`src/rtl/lsu_pkg.sv`:
```
// ============================================================================
// lsu_pkg : shared FSM state encoding and access-size codes for the LSU port.
// Revision: 1.0
// ============================================================================
`default_nettype none

package lsu_pkg;

  typedef enum logic [1:0] {
    ST_IDLE  = 2'd0,
    ST_ISSUE = 2'd1,
    ST_RESP  = 2'd2
  } lsu_state_e;

  localparam logic [1:0] SZ_BYTE = 2'b00;
  localparam logic [1:0] SZ_HALF = 2'b01;
  localparam logic [1:0] SZ_WORD = 2'b10;
  localparam logic [1:0] SZ_ILL  = 2'b11;

endpackage

`default_nettype wire

```
`src/rtl/lsu_align.sv`:
```
// ============================================================================
// lsu_align : byte-lane mask, store-data replication and load extract/extend.
// Revision: 1.0
// ============================================================================
`default_nettype none

module lsu_align
  import lsu_pkg::*;
(
  input  logic [1:0]  size_i,
  input  logic [1:0]  addr_lo_i,
  input  logic        uns_i,
  input  logic [31:0] wdata_i,
  input  logic [31:0] rdata_i,
  output logic [3:0]  mask_o,
  output logic [31:0] wdata_o,
  output logic [31:0] rdata_o
);

  logic [7:0]  byte_sel;
  logic [15:0] half_sel;

  always_comb begin
    mask_o   = 4'b0000;
    wdata_o  = 32'h0;
    rdata_o  = 32'h0;
    byte_sel = rdata_i[{addr_lo_i, 3'b000} +: 8];
    half_sel = rdata_i[{addr_lo_i[1], 4'b0000} +: 16];
    case (size_i)
      SZ_BYTE: begin
        mask_o  = 4'b0001 << addr_lo_i;
        wdata_o = {4{wdata_i[7:0]}};
        rdata_o = {{24{~uns_i & byte_sel[7]}}, byte_sel};
      end
      SZ_HALF: begin
        mask_o  = 4'b0011 << addr_lo_i;
        wdata_o = {2{wdata_i[15:0]}};
        rdata_o = {{16{~uns_i & half_sel[15]}}, half_sel};
      end
      SZ_WORD: begin
        mask_o  = 4'b1111;
        wdata_o = wdata_i;
        rdata_o = rdata_i;
      end
      default: ;
    endcase
  end

endmodule

`default_nettype wire

```
`src/rtl/lsu_port.sv`:
```
// ============================================================================
// lsu_port : single-outstanding load/store port between a core and a word RAM.
// Revision: 1.0
// ============================================================================
`default_nettype none

module lsu_port
  import lsu_pkg::*;
#(
  parameter int ADDR_W = 8
) (
  input  logic              clk,
  input  logic              rst_n,
  input  logic              cpu_valid,
  output logic              cpu_ready,
  input  logic              cpu_we,
  input  logic [31:0]       cpu_addr,
  input  logic [1:0]        cpu_size,
  input  logic              cpu_unsigned,
  input  logic [31:0]       cpu_wdata,
  output logic              rsp_valid,
  input  logic              rsp_ready,
  output logic [31:0]       rsp_rdata,
  output logic              rsp_err,
  output logic              mem_request,
  output logic              mem_we_re,
  output logic [ADDR_W-1:0] mem_address,
  output logic [31:0]       mem_data_in,
  output logic [3:0]        mem_mask,
  input  logic [31:0]       mem_data_out
);

  lsu_state_e        state_q, state_d;
  logic              we_q;
  logic [ADDR_W+1:0] addr_q;
  logic [1:0]        size_q;
  logic              uns_q;
  logic [31:0]       wdata_q;
  logic              err_q;

  logic              accept;
  logic              illegal;
  logic [3:0]        lane_mask;
  logic [31:0]       lane_wdata;
  logic [31:0]       lane_rdata;

  assign accept  = cpu_valid && (state_q == ST_IDLE);
  assign illegal = (cpu_size == SZ_ILL)
                || ((cpu_size == SZ_HALF) && cpu_addr[0])
                || ((cpu_size == SZ_WORD) && (cpu_addr[1:0] != 2'b00))
                || (cpu_addr[31:ADDR_W+2] != '0);

  always_ff @(posedge clk or negedge rst_n) begin
    if (!rst_n) begin
      state_q <= ST_IDLE;
      we_q    <= 1'b0;
      addr_q  <= '0;
      size_q  <= SZ_BYTE;
      uns_q   <= 1'b0;
      wdata_q <= 32'h0;
      err_q   <= 1'b0;
    end else begin
      state_q <= state_d;
      if (accept) begin
        we_q    <= cpu_we;
        addr_q  <= cpu_addr[ADDR_W+1:0];
        size_q  <= cpu_size;
        uns_q   <= cpu_unsigned;
        wdata_q <= cpu_wdata;
        err_q   <= illegal;
      end
    end
  end

  // Illegal accesses skip ISSUE so the memory never sees them.
  always_comb begin
    state_d = state_q;
    case (state_q)
      ST_IDLE:  if (cpu_valid) state_d = illegal ? ST_RESP : ST_ISSUE;
      ST_ISSUE: state_d = ST_RESP;
      ST_RESP:  if (rsp_ready) state_d = ST_IDLE;
      default:  state_d = ST_IDLE;
    endcase
  end

  lsu_align u_align (
    .size_i    (size_q),
    .addr_lo_i (addr_q[1:0]),
    .uns_i     (uns_q),
    .wdata_i   (wdata_q),
    .rdata_i   (mem_data_out),
    .mask_o    (lane_mask),
    .wdata_o   (lane_wdata),
    .rdata_o   (lane_rdata)
  );

  // Memory-side outputs are gated to ISSUE so they read zero at all other times.
  always_comb begin
    cpu_ready   = (state_q == ST_IDLE);
    mem_request = 1'b0;
    mem_we_re   = 1'b0;
    mem_address = '0;
    mem_mask    = 4'b0000;
    mem_data_in = 32'h0;
    rsp_valid   = 1'b0;
    rsp_err     = 1'b0;
    rsp_rdata   = 32'h0;
    if (state_q == ST_ISSUE) begin
      mem_request = 1'b1;
      mem_we_re   = we_q;
      mem_address = addr_q[ADDR_W+1:2];
      mem_mask    = lane_mask;
      mem_data_in = lane_wdata;
    end
    if (state_q == ST_RESP) begin
      rsp_valid = 1'b1;
      rsp_err   = err_q;
      rsp_rdata = (err_q || we_q) ? 32'h0 : lane_rdata;
    end
  end

endmodule

`default_nettype wire

```
`config.mk`:
```
export PLATFORM = sky130hd
export DESIGN_NAME = lsu_port
export DESIGN_NICKNAME = d
export VERILOG_FILES = /design/src/rtl/lsu_pkg.sv /design/src/rtl/lsu_align.sv /design/src/rtl/lsu_port.sv
export SDC_FILE = /design/constraint.sdc
export NUM_CORES = 1
export LEC_CHECK = 0
export BUFFER_PORTS_ARGS = -buffer_cell sky130_fd_sc_hd__buf_4
export CAP_MARGIN = 10
export CORE_MARGIN = 3
export CORE_UTILIZATION = 45
export DETAILED_ROUTE_END_ITERATION = 12
export PLACE_DENSITY = 0.84
export SYNTH_ARGS = -nofsm -noshare
export SYNTH_HDL_FRONTEND = slang
export SYNTH_SLANG_ARGS = --single-unit
```
`constraint.sdc`:
```
create_clock -name clk -period 1.8 [get_ports clk]
set_input_delay 0.09 -clock clk [delete_from_list [all_inputs] [get_ports clk]]
set_output_delay 0.09 -clock clk [all_outputs]
set_load 0.02 [all_outputs]
```
==> flow_summary.ini, run 1 <==
[synthesis]
synth_cell_type_count = 37
syn_area_sq_um = 3360
ys_ff_latch = 49
netlist_instances = 370
synthArstFlopShare = 1.00
seq_area_frac_synth = 0.365
ys_warn_count = 0
syn_nets = 474
syn_avg_cell_area_sq_um = 9.07
ys.flop_type = dfrtp_1
synth_edf_count = 0

[drt]
num_vias = 4083
viasPerCell = 6.10
ant_nets = 0
drtIter0Drc = 343
drt-total-wl_mm = 14.2
wl_per_cell_um = 21.2
drc = 0
drt_pass1_iterations = 5

[setup_path]
worstPathRequired_ns = 1.71
worstSetupPathType = reg2out
crit_fanout = 8
arrival_ns = 1.88
r2r-start = state_q[1]
critPathLaunchType = flop
critPathCaptureType = output pin
startpoint = size_q[0]

[grt]
grt_pass1_wl_mm = 18.0
antenna_found_initial = 0
top_usage_layer = met2
grt_pass1_vias = 3654
grt_start_max_net_pins = 50
grtUsageMet1 = 0.338
met3_usage = 0.0569
grt_use_met2 = 0.444
grt-ovfl-total = 0
grt.total_usage = 0.263

[timing]
slew_headroom = 0.593
setup-violations-final = 47
finalWorstSetupSlack_ns = -0.167
post-route-period-util = 1.09
rsz0062_at_grt = true
drv_slew = 0
fmax_mhz = 508
clock_skew_ns = 0.00356
tightest_slew_ns = 0.610
hold_viol_final = 0
post-route-min-period_ns = 1.97
tns_ns = -4.87

[power]
ir_drop_uv = 796
power_density_nw_per_um2 = 877
p_leak_nw = 2.62

[placed_design]
port_buffers = 184
place_congestion = 0.855
dp.final_hpwl_mm = 8.58
detailedPlace.worstSlack_ns = 0.135
dp.cells = 632

[die]
initial_core_util = 0.478
die_w_um = 92.4
dieArea_sq_um = 8530
die_height_um = 92.4
ios = 185
core_sq_um = 7020
num_rows = 30

[final_layout]
multiInputGateArea_sq_um = 2400
final_common_cell = buf_4
diodes = 0
synthToLayoutAreaGrowth_pct = 76.6
layout_common_cells = buf_4, mux2_2, dfrtp_1
nFillCells = 371
finalNonFillerCells = 669
drive_above_1_share = 0.653
regArea_sq_um = 1230
nets = 676

[clock_tree]
clk_latency_ns = 0.30
clockBufferDepth = 2
htree_levels = 2
cts.sinks = 49
clkTransAtPathRegs_ns = 0.09
cts_tree = built
cts_buffers = 5
cts.root.buffer_cell = clkbuf_8

[run_status]
status = complete, but fails checks
violations = negative setup slack

[job]
maxCapViolations = 0

[hold_path]
hold_path_class = in2reg
hold_start = cpu_addr[1]
-- critical path, stage by stage (launching register included) --
cell and delay, ns:
dfrtp_2 0.46, buf_12 0.16, a211oi_4 0.27, nand2_4 0.16, clkbuf_16 0.21, a21oi_2 0.15
buf_6 0.14
-- sequential cells by signal (all words and copies together) (netlist names) --
register and flops:
wdata_q 32, addr_q 10, err_q 1, we_q 1, uns_q 1, size_q 2
state_q 2
-- cell type report --
| cell class | instances | share of cell area |
|---|---|---|
| Multi-Input combinational cell | 285 | 0.405 |
| Clock buffer | 6 | 0.0139 |
| Tap cell | 96 | 0.0203 |
| Sequential cell | 49 | 0.208 |
| Inverter | 4 | 0.00422 |
| Clock inverter | 2 | 0.00697 |
| Timing Repair Buffer | 227 | 0.342 |
-- cell families (layout without fill, tap and decap cells) --
family | Yosys count | after routing | share of synthesized area
AOI/OAI and AO/OA | 120 | 121 | 0.238
buffers and inverters | 37 | 239 | 0.0600
DFF | 49 | 49 | 0.365
muxes | 52 | 52 | 0.177
and+or+nand+nor | 112 | 112 | 0.160
-- path summary, 6_finish.rpt --
kind	slack [ns]	cells past startpoint	endpoint
worst min register to register	0.51	1	addr_q[7]
min in group asynchronous	0.33	2	addr_q[5]
worst max register to register	0.18	5	wdata_q[17]
worst min-delay path	0.007	3	addr_q[1]
worst max-delay path	-0.17	6	rsp_rdata[5]
max in group asynchronous	1.02	2	state_q[0]
-- power by group --
group	leakage [nW]	internal, mW	total (mW)	switching (mW)
Clock	0.0633	0.462	0.854	0.392
Combinational	1.98	1.42	2.72	1.31
Sequential	0.570	1.37	1.62	0.248
-- repair_timing --
item | CTS | global route
endpoints found under the hold margin | 49 | 0
pin swaps | 17 | 39
gates resized for setup | 50 | 88
hold buffers | 1 | 0
gates cloned | 2 | 4
buffers inserted | 5 | 17
setup endpoints to repair | 60 | 75
-- Yosys cell counts, types with 5 or more instances --
| library cell | number | share of area |
|---|---|---|
| a211o_1 | 7 | 0.018 |
| a21oi_1 | 59 | 0.088 |
| a221oi_1 | 7 | 0.018 |
| a22oi_1 | 16 | 0.036 |
| a2bb2oi_1 | 16 | 0.042 |
| and2_1 | 19 | 0.035 |
| buf_2 | 17 | 0.025 |
| buf_4 | 5 | 0.011 |
| clkbuf_1 | 8 | 0.0089 |
| dfrtp_1 | 49 | 0.37 |
| mux2_2 | 47 | 0.16 |
| nand2_1 | 32 | 0.036 |
| nor2_1 | 35 | 0.039 |
| nor2b_1 | 11 | 0.021 |
| nor4_1 | 6 | 0.011 |
| o21ai_0 | 5 | 0.0075 |
-- through the flow --
step	utilization	power (mW)	instance area, sq um	hold WS (ns)
global route	0.844	5.44	5930	-0.00125
CTS	0.754	4.55	5300	0.00811
finish	0.844	5.20	5930	0.00737
global placement	0.689	3.30	4840	0.146
detailed placement	0.689	3.37	4840	0.144
floorplan	-	2.81	3360	-0.206
-- routing by layer --
layer  routed length (um)  vias up  share of wire
met1                 5230     1966           0.37
li1                     -     1749              -
met3                 1370       69          0.097
met5                    0        -              0
met2                 6950      299           0.49
met4                  617        0          0.044
Power figures use the tool's default switching activity.
==> run 2: changes to the inputs <==
--- a/config.mk
+++ b/config.mk
@@ -11,6 +11,7 @@
 export CORE_UTILIZATION = 45
 export DETAILED_ROUTE_END_ITERATION = 12
 export PLACE_DENSITY = 0.84
+export SKIP_CTS_REPAIR_TIMING = 1
 export SYNTH_ARGS = -nofsm -noshare
 export SYNTH_HDL_FRONTEND = slang
 export SYNTH_SLANG_ARGS = --single-unit
==> run 2 against run 1 <==
  * The run still ends with negative setup slack left
  * Register-to-register slack is essentially flat
  * Final cell count shrank 0.75%
  * Largest power group unchanged
  * Via count shrank 5.2%
  * Non-clock buffer count shrank 6
  * Critical path type unchanged
  * Clock skew grew 0.0010 ns
==> flow_summary.ini, run 2 (same netlist as run 1, synthesis figures left out) <==
[placed_design]
port_buffers = 184
dp.cells = 632
dp.final_hpwl_mm = 8.58
detailedPlace.worstSlack_ns = 0.135
place_congestion = 0.855

[drt]
drt_pass1_iterations = 6
drt-total-wl_mm = 13.2
num_vias = 3870
wl_per_cell_um = 19.8
viasPerCell = 5.83
drtIter0Drc = 292
drc = 0
ant_nets = 0

[timing]
tightest_slew_ns = 0.620
drv_slew = 0
slew_headroom = 0.587
post-route-min-period_ns = 2.02
rsz0062_at_grt = true
fmax_mhz = 495
clock_skew_ns = 0.00459
hold_viol_final = 0
setup-violations-final = 57
post-route-period-util = 1.12
finalWorstSetupSlack_ns = -0.221

[job]
maxCapViolations = 0

[setup_path]
r2r_slack_ns = 0.17
worstRegToRegCells = 5
critPathSlowestCell = dfrtp_2
critPathLaunchType = flop
crit_chain = buf_12, a211oi_4, nand2_4, clkbuf_16, a21oi_2, buf_4
worstPathRequired_ns = 1.71
critPathCaptureType = output pin
crit_fanout = 8
crit_path_max_incr_delay_ns = 0.50
r2r_end = wdata_q[13]
r2r-start = state_q[1]
worstSetupPathType = reg2out
arrival_ns = 1.93

[die]
die_w_um = 92.4
core_sq_um = 7020
initial_core_util = 0.478
die_height_um = 92.4
num_rows = 30
ios = 185
dieArea_sq_um = 8530

[final_layout]
drive_above_1_share = 0.618
multiInputGateArea_sq_um = 2300
final_common_cell = buf_4
reg_top3 = wdata_q x32, addr_q x10
synthToLayoutAreaGrowth_pct = 71.0
regMostFlops = wdata_q
finalNonFillerCells = 664
regArea_sq_um = 1230
layout_common_cells = buf_4, mux2_2, dfrtp_1
nFillCells = 413
diodes = 0
largest_reg_flops = 32
nets = 671

[clock_tree]
cts.root.buffer_cell = clkbuf_8
cts_buffers = 5
clockBufferDepth = 2
cts.sinks = 49
clkTransAtPathRegs_ns = 0.09
clk_latency_ns = 0.30
htree_levels = 2
cts_tree = built

[power]
total_power_mw = 4.99
power_density_nw_per_um2 = 869
p_leak_nw = 2.55
ir_drop_uv = 774

[run_status]
status = complete, but fails checks
violations = negative setup slack

[grt]
antenna_found_initial = 0
grt_pass1_vias = 3435
grt_pass1_wl_mm = 17.0
grt-ovfl-total = 0
grt_start_max_net_pins = 50
grt.total_usage = 0.246

[hold_path]
hold_start = cpu_addr[1]
worstHoldEndpoint = addr_q[1]
hold_depth = 3
hold_path_class = in2reg
run 2: layout make-up:
class / count / share of cell area
clock inverter: 2 / 0.00719
clock buffer: 6 / 0.0144
timing repair inverter: 1 / 0.00131
inverter: 4 / 0.00392
sequential: 49 / 0.214
tap: 96 / 0.0209
multi-input combinational: 285 / 0.401
timing repair buffer: 221 / 0.337
run 2: layer usage:
metal  part of all wire  vias to the layer above  GRT usage
li1                   -                     1735          -
met1               0.38                     1846      0.326
met2               0.50                      255      0.425
met3              0.097                       34     0.0528
met4              0.027                        0     0.0322
met5                  0                        -          0
run 2: metrics by stage:
step	util	hold WS [ns]	setup TNS [ns]	area (sq um)
2_1_floorplan	-	-0.206	0	3360
3_3_place_gp	0.689	0.146	0	4840
3_5_place_dp	0.689	0.144	0	4840
4_1_cts	0.707	-0.184	-5.72	4960
5_1_grt	0.818	-0.000548	-8.69	5740
6_report	0.818	0.00590	-5.81	5740
run 2: worst max-delay path by stage:
stage	startpoint	endpoint	slack [ns]
finish	size_q[1]	rsp_rdata[6]	-0.22
global route	size_q[1]	rsp_rdata[6]	-0.26
CTS	size_q[1]	rsp_rdata[4]	-0.19
detailed placement	size_q[1]	rsp_rdata[4]	0.14
global placement	size_q[1]	rsp_rdata[6]	0.18
floorplan	state_q[1]	addr_q[8]	0.18
run 2: power breakdown:
group / leakage [nW] / switching [mW] / internal, mW
clock network: 0.0633 / 0.387 / 0.462
registers: 0.570 / 0.250 / 1.37
logic: 1.92 / 1.20 / 1.32
run 2: worst max-delay path: cells and delay by family (launching register included):
family,cells,cell delay [ns]
and+or+nand+nor,1,0.14
DFF,1,0.50
AOI/OAI and AO/OA,2,0.44
buffers and inverters,3,0.55
